## config.mk

```make
export PLATFORM = sky130hd
export DESIGN_NAME = game_screen_loader
export DESIGN_NICKNAME = d
export VERILOG_FILES = /design/src/rtl/game_screen_loader_pkg.sv /design/src/rtl/game_screen_loader_step_tick.sv /design/src/rtl/game_screen_loader.sv
export SDC_FILE = /design/constraint.sdc
export NUM_CORES = 1
export LEC_CHECK = 0
export BUFFER_PORTS_ARGS = -buffer_cell sky130_fd_sc_hd__buf_2
export CAP_MARGIN = 5
export CORE_ASPECT_RATIO = 1.75
export CORE_UTILIZATION = 50
export CTS_CLUSTER_DIAMETER = 80
export CTS_CLUSTER_SIZE = 16
export DETAILED_ROUTE_END_ITERATION = 10
export GPL_ROUTABILITY_DRIVEN = 0
export PLACE_DENSITY_LB_ADDON = 0.1
export REMOVE_ABC_BUFFERS = 1
export SLEW_MARGIN = 40
export SYNTH_ARGS = -nofsm -noshare
export SYNTH_HDL_FRONTEND = slang
export SYNTH_SLANG_ARGS = --single-unit
```

## constraint.sdc

```tcl
create_clock -name clk -period 5.5 [get_ports clk]
set_input_delay 0.275 -clock clk [delete_from_list [all_inputs] [get_ports clk]]
set_output_delay 0.275 -clock clk [all_outputs]
set_load 0.01 [all_outputs]
```

## src/rtl/game_screen_loader_pkg.sv

```systemverilog
// Shared constants for the loading-bar screen: RGB565 colours, 96x64 screen
// size, bar outline/interior and glyph-strip coordinates, FSM state encoding.
package game_screen_loader_pkg;

    localparam logic [15:0] COL_BLACK = 16'h0000;
    localparam logic [15:0] COL_WHITE = 16'hFFFF;
    localparam logic [15:0] COL_GREEN = 16'h07E0;

    localparam int unsigned SCREEN_W = 96;
    localparam int unsigned SCREEN_H = 64;

    // Outline: left/right side posts
    localparam int unsigned OUT_L_X0    = 10;
    localparam int unsigned OUT_L_X1    = 12;
    localparam int unsigned OUT_R_X0    = 87;
    localparam int unsigned OUT_R_X1    = 89;
    localparam int unsigned OUT_SIDE_Y0 = 29;
    localparam int unsigned OUT_SIDE_Y1 = 46;
    // Outline: top/bottom rails
    localparam int unsigned OUT_TB_X0   = 13;
    localparam int unsigned OUT_TB_X1   = 86;
    localparam int unsigned OUT_TOP_Y0  = 26;
    localparam int unsigned OUT_TOP_Y1  = 28;
    localparam int unsigned OUT_BOT_Y0  = 47;
    localparam int unsigned OUT_BOT_Y1  = 49;

    // Bar interior
    localparam int unsigned BAR_IN_X0 = 14;
    localparam int unsigned BAR_IN_X1 = 85;
    localparam int unsigned BAR_IN_Y0 = 30;
    localparam int unsigned BAR_IN_Y1 = 45;
    localparam int unsigned BAR_IN_W  = BAR_IN_X1 - BAR_IN_X0 + 1;

    // "REPLAY?" banner strip
    localparam int unsigned GLYPH_X0 = 10;
    localparam int unsigned GLYPH_X1 = 44;
    localparam int unsigned GLYPH_Y0 = 18;
    localparam int unsigned GLYPH_Y1 = 22;

    typedef enum logic [1:0] {
        ST_IDLE  = 2'd0,
        ST_FILL  = 2'd1,
        ST_FULL  = 2'd2,
        ST_DRAIN = 2'd3
    } state_e;

    // Inclusive range test on pixel coordinates
    function automatic logic in_range(input int unsigned v, input int unsigned lo,
                                      input int unsigned hi);
        return (v >= lo) && (v <= hi);
    endfunction

endpackage

```

## src/rtl/game_screen_loader_step_tick.sv

```systemverilog
// step_tick: segment step counter. Counts enabled cycles and raises tick
// (combinational) on the enabled cycle where the count is TICKS-1, wrapping to 0.
// Ports: clk, rst (async high), en (count enable), clr (force to 0), tick.
module step_tick #(
    parameter int unsigned TICKS = 4
) (
    input  logic clk,
    input  logic rst,
    input  logic en,
    input  logic clr,
    output logic tick
);

    localparam int unsigned CW = (TICKS > 1) ? $clog2(TICKS) : 1;

    logic [CW-1:0] cnt_q;
    logic [CW-1:0] cnt_d;

    assign tick = en && (cnt_q == CW'(TICKS - 1));

    // Next count: clear wins, then wrap on tick, then increment
    always_comb begin
        cnt_d = cnt_q;
        if (clr) begin
            cnt_d = '0;
        end else if (tick) begin
            cnt_d = '0;
        end else if (en) begin
            cnt_d = cnt_q + CW'(1);
        end
    end

    always_ff @(posedge clk or posedge rst) begin
        if (rst) begin
            cnt_q <= '0;
        end else begin
            cnt_q <= cnt_d;
        end
    end

endmodule

```

## src/rtl/game_screen_loader.sv

```systemverilog
// game_screen_loader: segmented loading bar for a 96x64 RGB565 OLED.
// Fills N_SEG segments one per TICKS_PER_SEG cycles, shows a "REPLAY?" banner
// when full, drains on replay_ack.
// Ports: clk, rst (async high); start, pause, replay_ack controls;
//        x/y pixel address in; oled_data pixel colour (1-cycle latency);
//        seg_lit lit-segment count; busy (FILL/DRAIN); done (pulse on FULL entry).
module game_screen_loader
    import game_screen_loader_pkg::*;
#(
    parameter int unsigned N_SEG         = 4,
    parameter int unsigned TICKS_PER_SEG = 1_562_500,
    parameter int unsigned SEG_GAP       = 1,
    parameter logic [15:0] FILL_COLOUR   = 16'h07E0
) (
    input  logic        clk,
    input  logic        rst,
    input  logic        start,
    input  logic        pause,
    input  logic        replay_ack,
    input  logic [6:0]  x,
    input  logic [5:0]  y,
    output logic [15:0] oled_data,
    output logic [3:0]  seg_lit,
    output logic        busy,
    output logic        done
);

    localparam int unsigned SEG_W     = (BAR_IN_W - (N_SEG - 1) * SEG_GAP) / N_SEG;
    localparam int unsigned SEG_PITCH = SEG_W + SEG_GAP;

    state_e      state_q, state_d;
    logic [3:0]  seg_q, seg_d;
    logic        busy_q, busy_d;
    logic        done_q, done_d;
    logic [15:0] pix_q, pix_d;

    logic        tick;
    logic        cnt_en;
    logic        cnt_clr;

    int unsigned xu;
    int unsigned yu;

    step_tick #(
        .TICKS (TICKS_PER_SEG)
    ) u_step_tick (
        .clk  (clk),
        .rst  (rst),
        .en   (cnt_en),
        .clr  (cnt_clr),
        .tick (tick)
    );

    // FSM next state, segment count and status flags
    always_comb begin
        state_d = state_q;
        seg_d   = seg_q;
        done_d  = 1'b0;
        cnt_en  = 1'b0;
        cnt_clr = 1'b0;
        case (state_q)
            ST_IDLE: begin
                cnt_clr = 1'b1;
                if (start) begin
                    state_d = ST_FILL;
                    seg_d   = '0;
                end
            end
            ST_FILL: begin
                cnt_en = !pause;
                if (tick) begin
                    seg_d = seg_q + 4'd1;
                    if (seg_q == 4'(N_SEG - 1)) begin
                        state_d = ST_FULL;
                        done_d  = 1'b1;
                    end
                end
            end
            ST_FULL: begin
                // Hold the counter at 0 so DRAIN starts a fresh step period
                cnt_clr = 1'b1;
                if (replay_ack) begin
                    state_d = ST_DRAIN;
                end
            end
            ST_DRAIN: begin
                cnt_en = !pause;
                if (tick) begin
                    seg_d = seg_q - 4'd1;
                    if (seg_q == 4'd1) begin
                        state_d = ST_IDLE;
                    end
                end
            end
            default: begin
                state_d = ST_IDLE;
                seg_d   = '0;
            end
        endcase
        busy_d = (state_d == ST_FILL) || (state_d == ST_DRAIN);
    end

    // Pixel colour from the current address and the registered state
    always_comb begin
        xu    = 32'(x);
        yu    = 32'(y);
        pix_d = COL_BLACK;
        if ((in_range(xu, OUT_L_X0, OUT_L_X1) || in_range(xu, OUT_R_X0, OUT_R_X1)) &&
            in_range(yu, OUT_SIDE_Y0, OUT_SIDE_Y1)) begin
            pix_d = COL_WHITE;
        end else if (in_range(xu, OUT_TB_X0, OUT_TB_X1) &&
                     (in_range(yu, OUT_TOP_Y0, OUT_TOP_Y1) ||
                      in_range(yu, OUT_BOT_Y0, OUT_BOT_Y1))) begin
            pix_d = COL_WHITE;
        end else if (in_range(xu, BAR_IN_X0, BAR_IN_X1) &&
                     in_range(yu, BAR_IN_Y0, BAR_IN_Y1)) begin
            // Gap and remainder columns match no segment and stay black
            for (int unsigned k = 0; k < N_SEG; k++) begin
                if (in_range(xu, BAR_IN_X0 + k * SEG_PITCH,
                             BAR_IN_X0 + k * SEG_PITCH + SEG_W - 1) &&
                    (k < {28'd0, seg_q})) begin
                    pix_d = FILL_COLOUR;
                end
            end
        end else if ((state_q == ST_FULL) &&
                     in_range(xu, GLYPH_X0, GLYPH_X1) &&
                     in_range(yu, GLYPH_Y0, GLYPH_Y1)) begin
            // Banner strip rendered as a solid white band
            pix_d = COL_WHITE;
        end
    end

    always_ff @(posedge clk or posedge rst) begin
        if (rst) begin
            state_q <= ST_IDLE;
            seg_q   <= '0;
            busy_q  <= 1'b0;
            done_q  <= 1'b0;
            pix_q   <= COL_BLACK;
        end else begin
            state_q <= state_d;
            seg_q   <= seg_d;
            busy_q  <= busy_d;
            done_q  <= done_d;
            pix_q   <= pix_d;
        end
    end

    assign oled_data = pix_q;
    assign seg_lit   = seg_q;
    assign busy      = busy_q;
    assign done      = done_q;

endmodule

```

==> impl_metrics.tcl, run 1 <==
set metrics [dict create \
    stdcell_area_um2 2520 \
    swShare_pct 37.7 \
    arrival_ns 2.63 \
    ir_drop_mv 0.181 \
    combPwrFrac_pct 33.4 \
    clk_pin_slew_worst_paths_ns 0.07 \
    clockPowerShare_pct 26.5 \
    worstPathRequired_ns 5.64 \
    drt_wl_total_mm 5.12 \
    drtIter0Drc 27 \
    fin_skew_ns 0.00608 \
    grt_overflow 0 \
    drc 0 \
    core-area_um2 4440 \
    yosysSeqAreaShare_pct 33.3 \
    endpoint_kind "register" \
    grt_setup_unrepaired "no" \
    outcome "finished clean" \
    via_count 2093 \
    relSlewSlack_pct 53.7 \
    io_buffers 39 \
    layout_min_cycle_time_ns 2.49 \
    drive_above_1_share_pct 18.5 \
    io_pins 40 \
    synth_cells 282 \
    hold_violations 0 \
    grt_pass1_wl_mm 8.40 \
    synth_flop_cell "dfrtp_1" \
    worst_pin_slew_ns 0.689 \
    syn_area_per_cell_um2 8.26 \
    power_leakage_nw 1.13 \
    cts_setup_buffers 0 \
    clock-sinks 31 \
    cts_hold_buf 0 \
    synthArstFlopShare_pct 100 \
    cts_buffer_depth 2 \
    initial_core_util_pct 52.4 \
    synth_area_um2 2330 \
    period_share_pct 45.3 \
    synth_edf_count 0 \
    die_y_um 92.3 \
    antenna_found_initial 0 \
    slew_viol_final 0 \
    tns_ns 0 \
    via_per_inst 5.91 \
    die_w_um 53.6 \
    grt_max_degree 32 \
    intPower_mw 0.409 \
    synth_seq_cells 31 \
    cts_root_buf "clkbuf_8" \
    powerDensity_nw_per_um2 261 \
    nNetsFinal 330 \
    clkLatencyLatePin_ns 0.28 \
    path_class "register to register" \
    synth_cell_types 55 \
    grt_usage_pct 22.8 \
    detail-route-antenna-nets 0 \
    grt_pass1_vias 1974 \
    place_area_um2 2430 \
    setup_viol_count_final 0 \
    dpl.hpwl_mm 3.91 \
    rows 32 \
    hold_class "input pin to asynchronous set/reset pin" \
    die_area_um2 4950 \
    firstDrtPassIters 4 \
    cts-buffers-inserted 5 \
    cp-start-kind "register" \
    timing.fmax_mhz 402 \
    post_cts_resized 0 \
    total_power_mw 0.657 \
    htreeDepth 2 \
    wl_per_cell_um 14.5 \
    power_switching_mw 0.248 \
    cap_violations 0 \
    sequentialPowerShare_pct 40.2 \
    dpl_worst_slack_ns 3.03 \
    synth_warnings 0 \
    syn_to_final_growth_pct 8.00 \
    n_antenna_cell 0 \
    cts_tree "done" \
    fin_ws_ns 3.01 \
    path_max_fanout 11 \
]
## power groups by stage
stage / sequential [mW] / combinational, mW / clock [mW]
after global routing: 0.267 / 0.250 / 0.189
after floorplan: 0.270 / 0.146 / 0
after detailed placement: 0.268 / 0.220 / 0
final: 0.264 / 0.219 / 0.174
after global placement: 0.268 / 0.218 / 0
after CTS: 0.263 / 0.221 / 0.181
## kinds of logic (layout without fill, tap and decap cells)
family	Yosys count	in the layout	synth area share [%]
buffers and inverters	34	55	8.22
adder cells (fa/ha/maj)	10	10	5.37
AND/OR/NAND/NOR	123	123	27.7
AO/OA/AOI/OAI	64	64	17.8
XOR/XNOR	18	18	6.77
multiplexers	2	2	0.913
flip-flops	31	31	33.3
## layer usage
metal  track usage, %  vias up  routed length (um)
li1                 -     1040                   -
met1             23.7      998                2110
met2             41.5       46                2750
met3             3.45        9                 130
met4             11.2        0                 135
met5                0        -                   0
## worst paths after layout
path                                  startpoint  slack [ns]  cells after the start                    end
min in group clk                            y[5]        0.43                      3          oled_data[10]
setup reg to reg                      state_q[1]        3.01                      7             seg_lit[1]
max in group asynchronous                    rst        5.15                      3          oled_data[14]
hold / removal                               rst        0.06                      3  u_step_tick.cnt_q[15]
setup / recovery                      state_q[1]        3.01                      7             seg_lit[1]
hold reg to reg            u_step_tick.cnt_q[20]        0.55                      2  u_step_tick.cnt_q[20]
## worst max-delay path: stages (launching register included)
cell and delay, ns:
dfrtp_1 0.43, ha_1 0.41, o21ba_2 0.25, nand3_1 0.14, or4_1 0.67, o21a_1 0.22
o22ai_1 0.15, a21oi_1 0.08
## sequential cells by signal, summed over array words and instances (netlist names)
signal	flops
busy	1
done	1
oled_data	2
seg_lit	4
state_q	2
u_step_tick.cnt_q	21
## layout make-up
class,count,area [um^2]
clock buffers,6,72.6
clock inverters,2,12.5
fillers,444,1930
inverters,7,26.3
multi-input cells,217,1360
flip-flops and latches,31,776
well taps,51,63.8
repair buffers,40,203
## per-stage QoR
step | hold slack, ns | std cells | util (%)
4_1_cts | 0.0763 | 354 | 56.6
3_5_place_dp | 0.382 | 346 | 54.7
3_3_place_gp | 0.373 | 346 | 54.7
5_1_grt | 0.109 | 354 | 56.6
2_1_floorplan | 0.379 | 255 | -
6_report | 0.0597 | 354 | 56.6
## Yosys cell counts (all sizes together) (2+ instances only)
| cell type | number | share of area (%) |
|---|---|---|
| clkbuf | 10 | 1.7 |
| xnor2 | 5 | 1.9 |
| o2111ai | 2 | 0.75 |
| nand3b | 4 | 1.3 |
| buf | 17 | 5.4 |
| a31oi | 7 | 1.9 |
| o21ai | 13 | 2.8 |
| ha | 10 | 5.4 |
| nand2b | 7 | 1.9 |
| nand2 | 20 | 3.3 |
| dfrtp | 31 | 33 |
| o22ai | 4 | 1.1 |
| nor2 | 37 | 6.0 |
| inv | 7 | 1.1 |
| xor2 | 13 | 4.9 |
| a21oi | 17 | 3.7 |
| nand4 | 9 | 2.4 |
| nand3 | 11 | 2.4 |
| o21bai | 2 | 0.64 |
| and2 | 2 | 0.54 |
| o41ai | 2 | 0.75 |
| nor2b | 3 | 0.81 |
| and3 | 6 | 1.6 |
| a21o | 2 | 0.64 |
| nor3 | 10 | 2.1 |
| or3 | 3 | 0.81 |
| nor4 | 4 | 1.7 |
| a31o | 2 | 0.75 |
## placed cells by master, fill, tap and decap left out, types with 2 or more instances in the layout
cell,netlist,routed
nand4_1,9,9
xnor2_1,5,5
nand2_1,19,19
nor3_1,10,10
dfrtp_1,31,31
o21ai_0,13,13
nor2b_1,3,3
and2_1,2,2
a21o_1,2,2
a31o_2,2,2
a21oi_1,17,17
nand2b_1,7,7
xor2_1,13,13
a31oi_1,7,7
nand3b_1,4,4
o22ai_1,4,4
ha_1,10,10
o2111ai_1,2,2
o41ai_1,2,2
nor4_1,3,3
clkbuf_8,0,5
nand3_1,11,11
o21bai_1,2,2
buf_2,2,39
or3_1,3,3
and3_1,6,6
nor2_1,37,37
inv_1,7,7
(Power assumes the default switching activity.)
==> run 2, diff against run 1 <==
- clock period: 5.5 -> 2.2 ns (I/O delays scaled with it)
==> impl_metrics.tcl, run 2 (same netlist as run 1, synthesis figures left out) <==
set metrics [dict create \
    grt_pass1_vias 2137 \
    drt_wl_total_mm 5.59 \
    clk_pin_slew_worst_paths_ns 0.07 \
    drtIter0Drc 50 \
    grt_max_degree 32 \
    arrival_ns 2.33 \
    n_antenna_cell 0 \
    cts_buffer_depth 2 \
    nNetsFinal 355 \
    antenna_found_initial 0 \
    wl_per_cell_um 14.7 \
    io_pins 40 \
    clkLatencyLatePin_ns 0.29 \
    power_leakage_nw 1.26 \
    worstPathRequired_ns 2.38 \
    regMostFlops "u_step_tick.cnt_q" \
    ff2ff_setup_slack_ns 0.05 \
    cts_tree "done" \
    cts-buffers-inserted 5 \
    ir_drop_mv 0.460 \
    r2r-start "u_step_tick.cnt_q[1]" \
    die_area_um2 4950 \
    hold_class "input pin to register" \
    relSlewSlack_pct 72.8 \
    gr-usage-met2_pct 48.3 \
    core-area_um2 4440 \
    holdPathStages 3 \
    met1_usage_pct 24.0 \
    utilization_pct 61.5 \
    layoutNonFillerInstCount 379 \
    grt_setup_unrepaired "yes" \
    largest_reg_flops 21 \
    grt_pass1_wl_mm 9.09 \
    timing.fmax_mhz 464 \
    die_w_um 53.6 \
    rows 32 \
    powerDensity_nw_per_um2 670 \
    cp-endpoint "seg_lit[1]" \
    outcome "finished clean" \
    via_per_inst 5.90 \
    critPathMaxStageDelay_ns 0.59 \
    crit_chain "ha_1, or4b_4, or4_4, o21a_1, o22ai_1, a21oi_1" \
    syn_to_final_growth_pct 17.2 \
    layout_commonest_cell "buf_2" \
    cp-startpoint "u_step_tick.cnt_q[1]" \
    rr_endpoint "seg_lit[1]" \
    layout_common_cells "buf_2, nor2_1, dfrtp_1" \
    grt.busiest_layer "met2" \
    period_share_pct 97.9 \
    setup_viol_count_final 0 \
    detail-route-antenna-nets 0 \
    slew_viol_final 0 \
    initial_core_util_pct 52.4 \
    endpoint_kind "register" \
    htreeDepth 2 \
    cap_violations 0 \
    layout_min_cycle_time_ns 2.15 \
    die_y_um 92.3 \
    firstDrtPassIters 4 \
    clock-sinks 31 \
    grt_use_met3_pct 5.58 \
    dpl.hpwl_mm 4.24 \
    cts_root_buf "clkbuf_8" \
    cp-start-kind "register" \
    path_class "register to register" \
    grt_overflow 0 \
    drc 0 \
    worst_pin_slew_ns 0.407 \
    grt_usage_pct 25.0 \
    path_max_fanout 5 \
    tns_ns 0 \
    hold_violations 0 \
    fin_skew_ns 0.00472 \
    reg2reg_depth 6 \
    via_count 2236 \
    drive_above_1_share_pct 25.3 \
    hold_ws_ns 0.227 \
    io_buffers 39 \
    dpl.cell_count 369 \
    cp_slowest_cell "or4_4" \
]
run 2: how the worst min path moves through the flow:
| stage | from | to |
|---|---|---|
| after floorplan | rst | busy |
| after global placement | rst | state_q[1] |
| after detailed placement | rst | state_q[1] |
| after CTS | start | state_q[1] |
| after global routing | y[5] | oled_data[14] |
| final | y[5] | oled_data[14] |
run 2: per-layer routing:
| metal | vias to the layer above | routed length (um) |
|---|---|---|
| met2 | 49 | 3200 |
| met3 | 6 | 149 |
| met5 | - | 0 |
| met4 | 0 | 76 |
| li1 | 1085 | - |
| met1 | 1096 | 2160 |
run 2: worst max-delay path: cells and delay by family (launching register included):
kind / cells / cell delay [ns]
DFF: 1 / 0.37
AOI/OAI and AO/OA: 3 / 0.42
and+or+nand+nor: 2 / 1.08
adders and majority gates: 1 / 0.17
run 2: report_power, final:
group	leakage, nW	switching (mW)	total (mW)	internal [mW]
combinational	0.788	0.414	0.729	0.315
sequential	0.427	0.0374	0.649	0.612
clock	0.0402	0.232	0.452	0.220
run 2: repair_timing:
| action | CTS | global route |
|---|---|---|
| endpoints found under the hold margin | 31 | 0 |
| endpoints found under the setup margin | 0 | 9 |
| hold buffers | 1 | 0 |
| resized for setup | 0 | 3 |
| buffers inserted | 0 | 1 |
run 2: cell type report:
cell class / instances / area (um^2)
Clock buffer: 5 / 68.8
Clock inverter: 3 / 20.0
Fill cell: 421 / 1710
Inverter: 7 / 26.3
Multi-Input combinational cell: 217 / 1370
Sequential cell: 31 / 776
Tap cell: 51 / 63.8
Timing Repair Buffer: 65 / 405
run 2: through the flow:
| stage | worst slack, ns | total power, mW | instance area [um^2] |
|---|---|---|---|
| 3_3_place_gp | 0.103 | 1.37 | 2620 |
| 2_1_floorplan | -0.0176 | 1.04 | 2160 |
| 3_5_place_dp | 0.0752 | 1.37 | 2620 |
| 6_report | 0.0453 | 1.83 | 2730 |
| 4_1_cts | 0.0552 | 1.83 | 2720 |
| 5_1_grt | -0.0389 | 1.95 | 2730 |
